`src/rtl/spi_reg_pkg.sv`:
```
// Shared definitions for the SPI register bank: command layout, FSM encoding and
// synchroniser depth.
package spi_reg_pkg;

    localparam int CMD_WR_BIT  = 7;
    localparam int SYNC_STAGES = 2;

    typedef enum logic [1:0] {
        IDLE  = 2'd0,
        CMD   = 2'd1,
        WDATA = 2'd2,
        RDATA = 2'd3
    } state_e;

endpackage

```
`src/rtl/spi_sync_edge.sv`:
```
// Multi-flop synchroniser for an asynchronous pin, followed by one history flop
// that turns the synchronised level into single-cycle rise/fall strobes.
module spi_sync_edge
    import spi_reg_pkg::*;
#(
    parameter logic RST_LVL = 1'b0
) (
    input  logic clk,
    input  logic rst_n,
    input  logic d,
    output logic rise,
    output logic fall
);

    logic [SYNC_STAGES-1:0] sync_q;
    logic [SYNC_STAGES-1:0] sync_d;
    logic                   prev_q;
    logic                   prev_d;

    // next state of the synchroniser chain and edge-history flop
    always_comb begin
        sync_d = {sync_q[SYNC_STAGES-2:0], d};
        prev_d = sync_q[SYNC_STAGES-1];
    end

    // synchroniser and history flops
    always_ff @(posedge clk or negedge rst_n) begin
        if (!rst_n) begin
            sync_q <= {SYNC_STAGES{RST_LVL}};
            prev_q <= RST_LVL;
        end else begin
            sync_q <= sync_d;
            prev_q <= prev_d;
        end
    end

    assign rise = sync_q[SYNC_STAGES-1] & ~prev_q;
    assign fall = ~sync_q[SYNC_STAGES-1] & prev_q;

endmodule

```
`src/rtl/spi_reg_bank.sv`:
```
// Mode-0 SPI slave register bank: RW byte registers, RO mirror readback, burst
// auto-increment and a hardware write port that loses to SPI commits.
module spi_reg_bank
    import spi_reg_pkg::*;
#(
    parameter int         RW_REG_COUNT = 23,
    parameter int         RO_REG_COUNT = 1,
    parameter int         ADDR_W       = 7,
    parameter int         AUTO_INC     = 1,
    parameter logic [7:0] RST_VAL      = 8'h00
) (
    input  logic                      clk,
    input  logic                      rst_n,
    input  logic                      spi_cs,
    input  logic                      spi_clk,
    input  logic                      spi_mosi,
    output logic                      spi_miso,
    input  logic                      hw_we,
    input  logic [ADDR_W-1:0]         hw_addr,
    input  logic [7:0]                hw_wdata,
    input  logic [8*RO_REG_COUNT-1:0] ro_flat,
    output logic [8*RW_REG_COUNT-1:0] rw_flat,
    output logic                      wr_pulse,
    output logic [ADDR_W-1:0]         wr_addr,
    output logic                      hw_drop,
    output logic                      frame_err
);

    logic sclk_rise_s, sclk_fall_s, cs_rise_s, cs_fall_s;
    logic [1:0] mosi_sync_q, mosi_sync_d;

    spi_sync_edge #(.RST_LVL(1'b0)) u_sclk_sync (
        .clk(clk), .rst_n(rst_n), .d(spi_clk), .rise(sclk_rise_s), .fall(sclk_fall_s)
    );
    spi_sync_edge #(.RST_LVL(1'b1)) u_cs_sync (
        .clk(clk), .rst_n(rst_n), .d(spi_cs), .rise(cs_rise_s), .fall(cs_fall_s)
    );

    state_e            state_q, state_d;
    logic [2:0]        bit_cnt_q, bit_cnt_d;
    logic [6:0]        rx_q, rx_d;
    logic [7:0]        tx_q, tx_d;
    logic [ADDR_W-1:0] addr_q, addr_d;
    logic              miso_q, miso_d;
    logic              commit_q, commit_d;
    logic [ADDR_W-1:0] commit_addr_q, commit_addr_d;
    logic [7:0]        commit_data_q, commit_data_d;
    logic [7:0]        regs_q [RW_REG_COUNT];
    logic [7:0]        regs_d [RW_REG_COUNT];
    logic              wr_pulse_q, wr_pulse_d;
    logic [ADDR_W-1:0] wr_addr_q, wr_addr_d;
    logic              hw_drop_q, hw_drop_d;
    logic              frame_err_q, frame_err_d;

    logic [7:0]        byte_s;
    logic [ADDR_W-1:0] next_addr_s;
    logic [ADDR_W-1:0] rd_addr_s;
    logic [7:0]        rd_byte_s;
    logic              wr_en_s;
    logic [ADDR_W-1:0] wr_sel_addr_s;
    logic [7:0]        wr_sel_data_s;

    // completed byte, post-byte address and read-source mux
    always_comb begin
        mosi_sync_d = {mosi_sync_q[0], spi_mosi};
        byte_s      = {rx_q, mosi_sync_q[1]};
        next_addr_s = (AUTO_INC != 0) ? (addr_q + {{(ADDR_W-1){1'b0}}, 1'b1}) : addr_q;
        rd_addr_s   = (state_q == CMD) ? byte_s[ADDR_W-1:0] : next_addr_s;
        rd_byte_s   = 8'h00;
        for (int i = 0; i < RW_REG_COUNT; i++) begin
            rd_byte_s = (rd_addr_s == ADDR_W'(i)) ? regs_q[i] : rd_byte_s;
        end
        for (int i = 0; i < RO_REG_COUNT; i++) begin
            rd_byte_s = (rd_addr_s == ADDR_W'(RW_REG_COUNT + i)) ? ro_flat[8*i +: 8] : rd_byte_s;
        end
    end

    // one register write per cycle; a pending SPI commit always beats hw_we
    always_comb begin
        wr_en_s       = 1'b0;
        wr_sel_addr_s = commit_addr_q;
        wr_sel_data_s = commit_data_q;
        hw_drop_d     = 1'b0;
        if (commit_q) begin
            wr_en_s   = 1'b1;
            hw_drop_d = hw_we;
        end else if (hw_we) begin
            wr_sel_addr_s = hw_addr;
            wr_sel_data_s = hw_wdata;
            wr_en_s       = (int'(hw_addr) < RW_REG_COUNT);
            hw_drop_d     = (int'(hw_addr) >= RW_REG_COUNT);
        end else begin
            wr_en_s = 1'b0;
        end
        for (int i = 0; i < RW_REG_COUNT; i++) begin
            regs_d[i] = (wr_en_s && (wr_sel_addr_s == ADDR_W'(i))) ? wr_sel_data_s : regs_q[i];
        end
        wr_pulse_d = wr_en_s;
        wr_addr_d  = wr_en_s ? wr_sel_addr_s : wr_addr_q;
    end

    // SPI frame FSM: CS edges take priority over SCLK edges
    always_comb begin
        state_d       = state_q;
        bit_cnt_d     = bit_cnt_q;
        rx_d          = rx_q;
        tx_d          = tx_q;
        addr_d        = addr_q;
        miso_d        = miso_q;
        commit_d      = 1'b0;
        commit_addr_d = commit_addr_q;
        commit_data_d = commit_data_q;
        frame_err_d   = frame_err_q;
        if (cs_rise_s) begin
            state_d     = IDLE;
            frame_err_d = frame_err_q | (bit_cnt_q != 3'd0);
            bit_cnt_d   = 3'd0;
            miso_d      = 1'b0;
        end else if (cs_fall_s) begin
            state_d     = CMD;
            bit_cnt_d   = 3'd0;
            frame_err_d = 1'b0;
            miso_d      = 1'b0;
        end else if (state_q == IDLE) begin
            miso_d = 1'b0;
        end else if (sclk_rise_s) begin
            rx_d      = byte_s[6:0];
            bit_cnt_d = bit_cnt_q + 3'd1;
            if (bit_cnt_q == 3'd7) begin
                case (state_q)
                    CMD: begin
                        addr_d = byte_s[ADDR_W-1:0];
                        if (byte_s[CMD_WR_BIT]) begin
                            state_d = WDATA;
                        end else begin
                            state_d = RDATA;
                            tx_d    = rd_byte_s;
                        end
                    end
                    WDATA: begin
                        commit_d      = (int'(addr_q) < RW_REG_COUNT);
                        commit_addr_d = addr_q;
                        commit_data_d = byte_s;
                        addr_d        = next_addr_s;
                    end
                    RDATA: begin
                        tx_d   = rd_byte_s;
                        addr_d = next_addr_s;
                    end
                    default: state_d = IDLE;
                endcase
            end else begin
                addr_d = addr_q;
            end
        end else if (sclk_fall_s) begin
            if (state_q == RDATA) begin
                miso_d = tx_q[7];
                tx_d   = {tx_q[6:0], 1'b0};
            end else begin
                miso_d = 1'b0;
            end
        end else begin
            bit_cnt_d = bit_cnt_q;
        end
    end

    // all sequential state of the bank
    always_ff @(posedge clk or negedge rst_n) begin
        if (!rst_n) begin
            mosi_sync_q   <= 2'b00;
            state_q       <= IDLE;
            bit_cnt_q     <= 3'd0;
            rx_q          <= 7'd0;
            tx_q          <= 8'h00;
            addr_q        <= '0;
            miso_q        <= 1'b0;
            commit_q      <= 1'b0;
            commit_addr_q <= '0;
            commit_data_q <= 8'h00;
            regs_q        <= '{default: RST_VAL};
            wr_pulse_q    <= 1'b0;
            wr_addr_q     <= '0;
            hw_drop_q     <= 1'b0;
            frame_err_q   <= 1'b0;
        end else begin
            mosi_sync_q   <= mosi_sync_d;
            state_q       <= state_d;
            bit_cnt_q     <= bit_cnt_d;
            rx_q          <= rx_d;
            tx_q          <= tx_d;
            addr_q        <= addr_d;
            miso_q        <= miso_d;
            commit_q      <= commit_d;
            commit_addr_q <= commit_addr_d;
            commit_data_q <= commit_data_d;
            regs_q        <= regs_d;
            wr_pulse_q    <= wr_pulse_d;
            wr_addr_q     <= wr_addr_d;
            hw_drop_q     <= hw_drop_d;
            frame_err_q   <= frame_err_d;
        end
    end

    for (genvar g = 0; g < RW_REG_COUNT; g++) begin : g_flat
        assign rw_flat[8*g +: 8] = regs_q[g];
    end

    assign spi_miso  = miso_q;
    assign wr_pulse  = wr_pulse_q;
    assign wr_addr   = wr_addr_q;
    assign hw_drop   = hw_drop_q;
    assign frame_err = frame_err_q;

endmodule
```
`config.mk`:
```
export PLATFORM = sky130hd
export DESIGN_NAME = spi_reg_bank
export DESIGN_NICKNAME = d
export VERILOG_FILES = /design/src/rtl/spi_reg_pkg.sv /design/src/rtl/spi_sync_edge.sv /design/src/rtl/spi_reg_bank.sv
export SDC_FILE = /design/constraint.sdc
export NUM_CORES = 1
export LEC_CHECK = 0
export CELL_PAD_IN_SITES_DETAIL_PLACEMENT = 1
export CELL_PAD_IN_SITES_GLOBAL_PLACEMENT = 2
export CORE_MARGIN = 2
export CORE_UTILIZATION = 29
export DETAILED_ROUTE_END_ITERATION = 7
export GPL_TIMING_DRIVEN = 0
export PLACE_DENSITY_LB_ADDON = 0.1
export SYNTH_ARGS = -nofsm -noshare
export SYNTH_HDL_FRONTEND = slang
export SYNTH_SLANG_ARGS = --single-unit
```
`constraint.sdc`:
```
create_clock -name clk -period 2.5 [get_ports clk]
set_clock_uncertainty 0.05 [all_clocks]
set_input_delay 0.5 -clock clk [delete_from_list [all_inputs] [get_ports clk]]
set_output_delay 0.5 -clock clk [all_outputs]
set_load 0.01 [all_outputs]
```
==> flow_summary.yaml, run 1 <==
status:
  outcome: "finished, violations left"
  violations: "setup timing"
timing:
  maxSlewViolCount: 0
  fmax_mhz: 347
  hold_violations: 0
  period_needed_ps: 2880
  setup_slack_ps: -382
  rsz0062_at_grt: "yes"
  worst_pin_slew_ps: 766
  setup_violations: 8
  maxSlewHeadroom_pct: 48.9
  fin_crit_sh_pct: 115
hold_path:
  min_path_type: "primary input to flop"
  min_path_cells: 1
yosys:
  synth.avg_cell_area_um2: 9.31
  synth_edf_count: 0
  ys_ff_latch: 246
  synthFlopType: "dfrtp_1"
  ys_warn_count: 0
  yosysSeqAreaShare_pct: 52.5
  synthCells: 1261
  synth_area_um2: 11700
  synth.distinct_cells: 73
  ys_async_sr_fraction_pct: 100
  synthesis.nets: 1298
setup_path:
  critPathRequiredTime_ps: 2900
  cpPeakStageDelay_ps: 440
  critPathArrivalTime_ps: 3280
  start_kind: "flop"
  critPathKind: "flop to flop"
  crit_chain: "ha_4, nor2_2, a21o_4, buf_4, a222oi_1, o22ai_2, a211oi_2, nor3_4, nor4_4, nor2_1"
  worst-r2r-cell-count: 10
  slowest_stage: "dfrtp_2"
  cpLargestDelayFamily: "compound AO/OA/AOI/OAI gates"
  critPathBufInv: 1
  end_kind: "flop"
  crit_fanout: 10
  cp.depth: 10
place:
  hpwl_um: 42600
  place_area_um2: 14800
  gp_congestion: 0.901
  place.port_buffers: 223
global_route:
  grt_first_pass_wirelength_um: 86300
  grt-ovfl-total: 0
  grtUsageTotal_pct: 28.1
  grt_pass1_vias: 12500
  grt_max_degree: 104
  antenna_found_initial: 0
clock_network:
  clk_latency_ps: 570
  htreeDepth: 1
  clock_sinks: 246
  path_clk_slew_ps: 60
  cts_root_buffer: "clkbuf_16"
  cts_tree: "built"
  clockBufferDepth: 3
  cts_made_buffers: 29
power:
  ir_drop_mv: 0.549
  power.total_w: 0.0150
  leakage_nw: 7.63
  pwr_density_cell_nw_per_um2: 817
routing:
  num_vias: 11900
  dr.first_iter.drc_count: 935
  via_per_inst: 5.50
  dr.pass1.iters: 7
  drc: 0
  wl_per_cell_um: 27.5
  drt_wl_total_um: 59700
  ant_nets: 0
finish:
  nNetsFinal: 1660
  area_growth_pct: 56.0
  regArea_um2: 6170
  n_fill_cell: 4476
  multi_input_area_um2: 6480
  design_area_um2: 18300
  drive_above_1_share_pct: 28.2
  insertedDiodeCount: 0
floorplan:
  die_w_um: 205
  rows: 73
  die-height_um: 205
  initial_core_util_pct: 29.5
  coreArea_um2: 39800
  fp.dieArea_um2: 42100
  io_pins: 224
job:
  max-cap-violations: 0
## kinds of logic after synthesis
group           Yosys count  synth area share [%]
xor+xnor                  4                 0.299
fa+ha+maj                 8                 0.853
flops                   246                  52.5
mux                      38                  3.52
compound gates          437                  22.9
buf+inv                 113                  4.03
simple gates            415                  16.0
## synth_stat cells (all sizes together) (4+ instances only)
| library cell | number | area share (%) |
|---|---|---|
| dfrtp | 243 | 52 |
| nor2 | 200 | 6.4 |
| a21oi | 176 | 7.5 |
| nand2 | 110 | 3.5 |
| o21ai | 96 | 4.1 |
| clkbuf | 61 | 2.0 |
| o22ai | 39 | 2.1 |
| buf | 32 | 1.4 |
| mux2 | 23 | 2.2 |
| inv | 19 | 0.61 |
| nor3 | 18 | 0.85 |
| nand3 | 16 | 0.68 |
| a22oi | 15 | 0.96 |
| mux2i | 15 | 1.3 |
| nor4 | 14 | 1.1 |
| a31oi | 12 | 0.64 |
| a221oi | 11 | 0.82 |
| a22o | 11 | 0.82 |
| a211oi | 9 | 0.68 |
| ha | 8 | 0.85 |
| nand4 | 8 | 0.43 |
| nor3b | 8 | 0.51 |
| or2 | 8 | 0.43 |
| a222oi | 7 | 0.60 |
| and3 | 7 | 0.42 |
| o221ai | 7 | 0.52 |
| a21boi | 6 | 0.38 |
| nand2b | 6 | 0.32 |
| a21o | 5 | 0.32 |
| a31o | 5 | 0.37 |
| nor2b | 5 | 0.27 |
| o211ai | 4 | 0.26 |
## metal layers
| layer | vias to the layer above | routed length [um] | global-route usage [%] |
|---|---|---|---|
| li1 | 5277 | - | - |
| met1 | 6119 | 26700 | 39.1 |
| met2 | 435 | 28100 | 45.5 |
| met3 | 97 | 3260 | 3.88 |
| met4 | 0 | 1680 | 7.86 |
| met5 | - | 0 | 0 |
## worst register-to-register path, cell delays in order, from the launching register on
cell	delay [ps]
dfrtp_2	440
ha_4	360
nor2_2	80
a21o_4	240
buf_4	220
a222oi_1	320
o22ai_2	120
a211oi_2	350
nor3_4	110
nor4_4	400
nor2_1	80
## where the power goes
part           total [W]  switching, W  leakage (nW)  internal (W)
sequential       0.00478      0.000465          3.31       0.00432
clock            0.00429       0.00181         0.451       0.00247
combinational    0.00589       0.00332          3.87       0.00258
## flip-flops by register name, indices dropped and copies added (netlist names)
register,flops
addr_q,7
spi_miso,1
rx_q,7
commit_data_q,8
u_sclk_sync.sync_q,2
hw_drop,1
mosi_sync_q,2
tx_q,8
u_sclk_sync.prev_q,1
frame_err,1
u_cs_sync.sync_q,2
u_cs_sync.prev_q,1
state_q,2
commit_q,1
wr_addr,7
commit_addr_q,7
rw_flat,184
wr_pulse,1
bit_cnt_q,3
## per-stage QoR
stage               setup slack [ps]  utilization (%)  TNS (ps)  std cells  hold WS, ps
CTS                             -403             44.4     -2460       2125          287
global placement              -10380             36.9  -2810530       2009          286
finish                          -382             46.0     -2300       2169          301
global route                    -418             46.0     -3030       2169          296
floorplan                      -42.3                -     -97.0       1261          154
detailed placement             -1790             37.1   -279840       2012          292
## path summary, 6_finish.rpt
check	slack, ps	start	to
worst max-delay path	-380	addr_q[1]	tx_q[4]
worst min-delay path	300	spi_cs	u_cs_sync.sync_q[0]
worst max register to register	-380	addr_q[1]	tx_q[4]
worst min register to register	300	mosi_sync_q[0]	mosi_sync_q[1]
max in group asynchronous	980	rst_n	wr_addr[0]
min in group asynchronous	450	rst_n	u_sclk_sync.sync_q[0]
## placed cells by master (no fill, tap or decap), types with 11 or more instances in the layout
cell type / Yosys / final
dfrtp_1: 243 / 238
clkdlybuf4s50_1: 0 / 219
nor2_1: 200 / 173
a21oi_1: 176 / 164
buf_4: 3 / 119
nand2_1: 110 / 102
o21ai_0: 96 / 85
clkbuf_16: 0 / 29
o22ai_1: 39 / 28
mux2_2: 22 / 22
nor2_4: 0 / 20
buf_6: 2 / 19
clkbuf_4: 0 / 19
inv_1: 19 / 18
clkbuf_8: 0 / 13
clkbuf_2: 0 / 13
nand3_1: 16 / 12
a22o_1: 11 / 11
## repair_timing
| action | 4_1_cts | 5_1_grt |
|---|---|---|
| gates cloned | 2 | 2 |
| resized for setup | 350 | 99 |
| pin swaps | 61 | 30 |
| hold buffers | 1 | 0 |
| endpoints found under the hold margin | 63 | 0 |
| setup buffers | 67 | 47 |
| setup endpoints to repair | 207 | 184 |
## area by class of cell
class / count / area share, %
multi-input cells: 902 / 35.4
flip-flops and latches: 246 / 33.7
repair buffers: 345 / 18.0
clock buffers: 45 / 4.73
plain buffers: 79 / 3.79
well taps: 525 / 3.59
inverters: 20 / 0.437
clock inverters: 7 / 0.410
(Power assumes the default switching activity.)
==> inputs of run 2 (changes only) <==
- CTS_BUF_LIST: not set -> sky130_fd_sc_hd__clkbuf_8 sky130_fd_sc_hd__clkbuf_16
==> run 2 against run 1 <==
Net effect: the flow still finishes with violations (setup timing); sequential power about the same; largest cell class unchanged; global-route usage is essentially flat; hold slack worse by 0.86 ps; clock power about the same; largest power group unchanged; sequential cell count unchanged.
==> flow_summary.yaml, run 2 (synthesis results as in run 1) <==
finish:
  design_area_um2: 18300
  largest_register_ffs: 184
  nNetsFinal: 1661
  final_cells: 2170
  insertedDiodeCount: 0
  n_fill_cell: 4479
  drive_above_1_share_pct: 28.4
  area_growth_pct: 56.1
  final_util_pct: 46.0
  layout_common_cells: "dfrtp_1, clkdlybuf4s50_1, nor2_1"
  layout_commonest_cell: "dfrtp_1"
routing:
  wl_per_cell_um: 27.6
  dr.first_iter.drc_count: 818
  drc: 0
  num_vias: 11900
  ant_nets: 0
  via_per_inst: 5.49
  drt_wl_total_um: 59800
  dr.pass1.iters: 5
place:
  pre_cts_slack_ps: -1790
  place_area_um2: 14800
  place.port_buffers: 223
  gp_congestion: 0.901
  hpwl_um: 42600
  dpl.cell_count: 2012
setup_path:
  critPathArrivalTime_ps: 3260
  start_kind: "flop"
  worst-r2r-cell-count: 10
  regToRegSetupSlack_ps: -360
  critPathRequiredTime_ps: 2900
  critPathKind: "flop to flop"
  crit_fanout: 10
  end_kind: "flop"
floorplan:
  initial_core_util_pct: 29.5
  coreArea_um2: 39800
  rows: 73
  die-height_um: 205
  die_w_um: 205
  io_pins: 224
  fp.dieArea_um2: 42100
clock_network:
  clk_latency_ps: 570
  path_clk_slew_ps: 60
  clock_sinks: 246
  htreeDepth: 1
  cts_root_buffer: "clkbuf_16"
  clockBufferDepth: 3
  cts_tree: "built"
  cts_made_buffers: 29
timing:
  fmax_mhz: 350
  period_needed_ps: 2860
  hold_violations: 0
  setup_violations: 8
  maxSlewViolCount: 0
  rsz0062_at_grt: "yes"
  fin_crit_sh_pct: 114
  setup_slack_ps: -357
  fin_hold_ws_ps: 300
  worst_pin_slew_ps: 782
  maxSlewHeadroom_pct: 47.8
power:
  leakage_nw: 7.67
  pwr_density_cell_nw_per_um2: 815
  ir_drop_mv: 0.540
status:
  violations: "setup timing"
  outcome: "finished, violations left"
global_route:
  grtUsageTotal_pct: 28.0
  use_met3_pct: 3.88
  grt_first_pass_wirelength_um: 86300
  grt_pass1_vias: 12500
  grt-ovfl-total: 0
  met2_usage_pct: 45.5
  grt_max_degree: 104
  met1_usage_pct: 39.1
  antenna_found_initial: 0
  top_usage_layer: "met2"
job:
  max-cap-violations: 0
hold_path:
  min_path_type: "primary input to flop"
  min_path_cells: 1
## run 2: path summary, 6_finish.rpt
| kind | endpoint | startpoint |
|---|---|---|
| hold reg to reg | mosi_sync_q[1] | mosi_sync_q[0] |
| hold / removal | u_cs_sync.sync_q[0] | spi_cs |
| setup / recovery | tx_q[4] | addr_q[1] |
| min in group asynchronous | u_sclk_sync.sync_q[0] | rst_n |
| max in group asynchronous | wr_addr[0] | rst_n |
| setup reg to reg | tx_q[4] | addr_q[1] |
## run 2: routing by layer
layer / share of wire (%) / up-vias
met4: 2.8 / 0
met3: 6.0 / 88
met5: 0 / -
met1: 44 / 6089
met2: 47 / 457
li1: - / 5283
## run 2: per-stage QoR
step / total power [W] / setup TNS (ps)
floorplan: 0.00678 / -97.0
global placement: 0.00869 / -2810530
detailed placement: 0.00873 / -279840
CTS: 0.0144 / -2460
global route: 0.0154 / -3020
finish: 0.0149 / -2300
## run 2: layout make-up
class                           count  area [um^2]  share of cell area (%)
Timing Repair Buffer              346         3300                    18.0
Multi-Input combinational cell    902         6490                    35.4
Inverter                           20         80.1                   0.437
Buffer                             79          696                    3.80
Sequential cell                   246         6170                    33.6
Clock inverter                     15          105                   0.574
Tap cell                          525          657                    3.58
Clock buffer                       37          836                    4.56
## run 2: repair_timing
| action | in CTS | in global routing |
|---|---|---|
| endpoints found under the setup margin | 207 | 183 |
| hold buffers | 1 | 0 |
| gates cloned | 2 | 2 |
| setup buffers | 67 | 48 |
| pin swaps | 61 | 29 |
| endpoints found under the hold margin | 63 | 0 |
| gates resized for setup | 350 | 104 |
## run 2: worst max-delay path, cell delays in order (launching register included)
cell	delay [ps]
dfrtp_2	440
ha_4	350
nor2_2	80
a21o_4	240
buf_4	220
a222oi_1	320
o22ai_2	120
a211oi_2	360
nor3_4	110
nor4_4	380
nor2_1	70
## run 2: report_power, final
group / internal [W] / switching [W]
combinational: 0.00258 / 0.00333
sequential: 0.00432 / 0.000463
clock: 0.00244 / 0.00182
total: 0.00934 / 0.00560
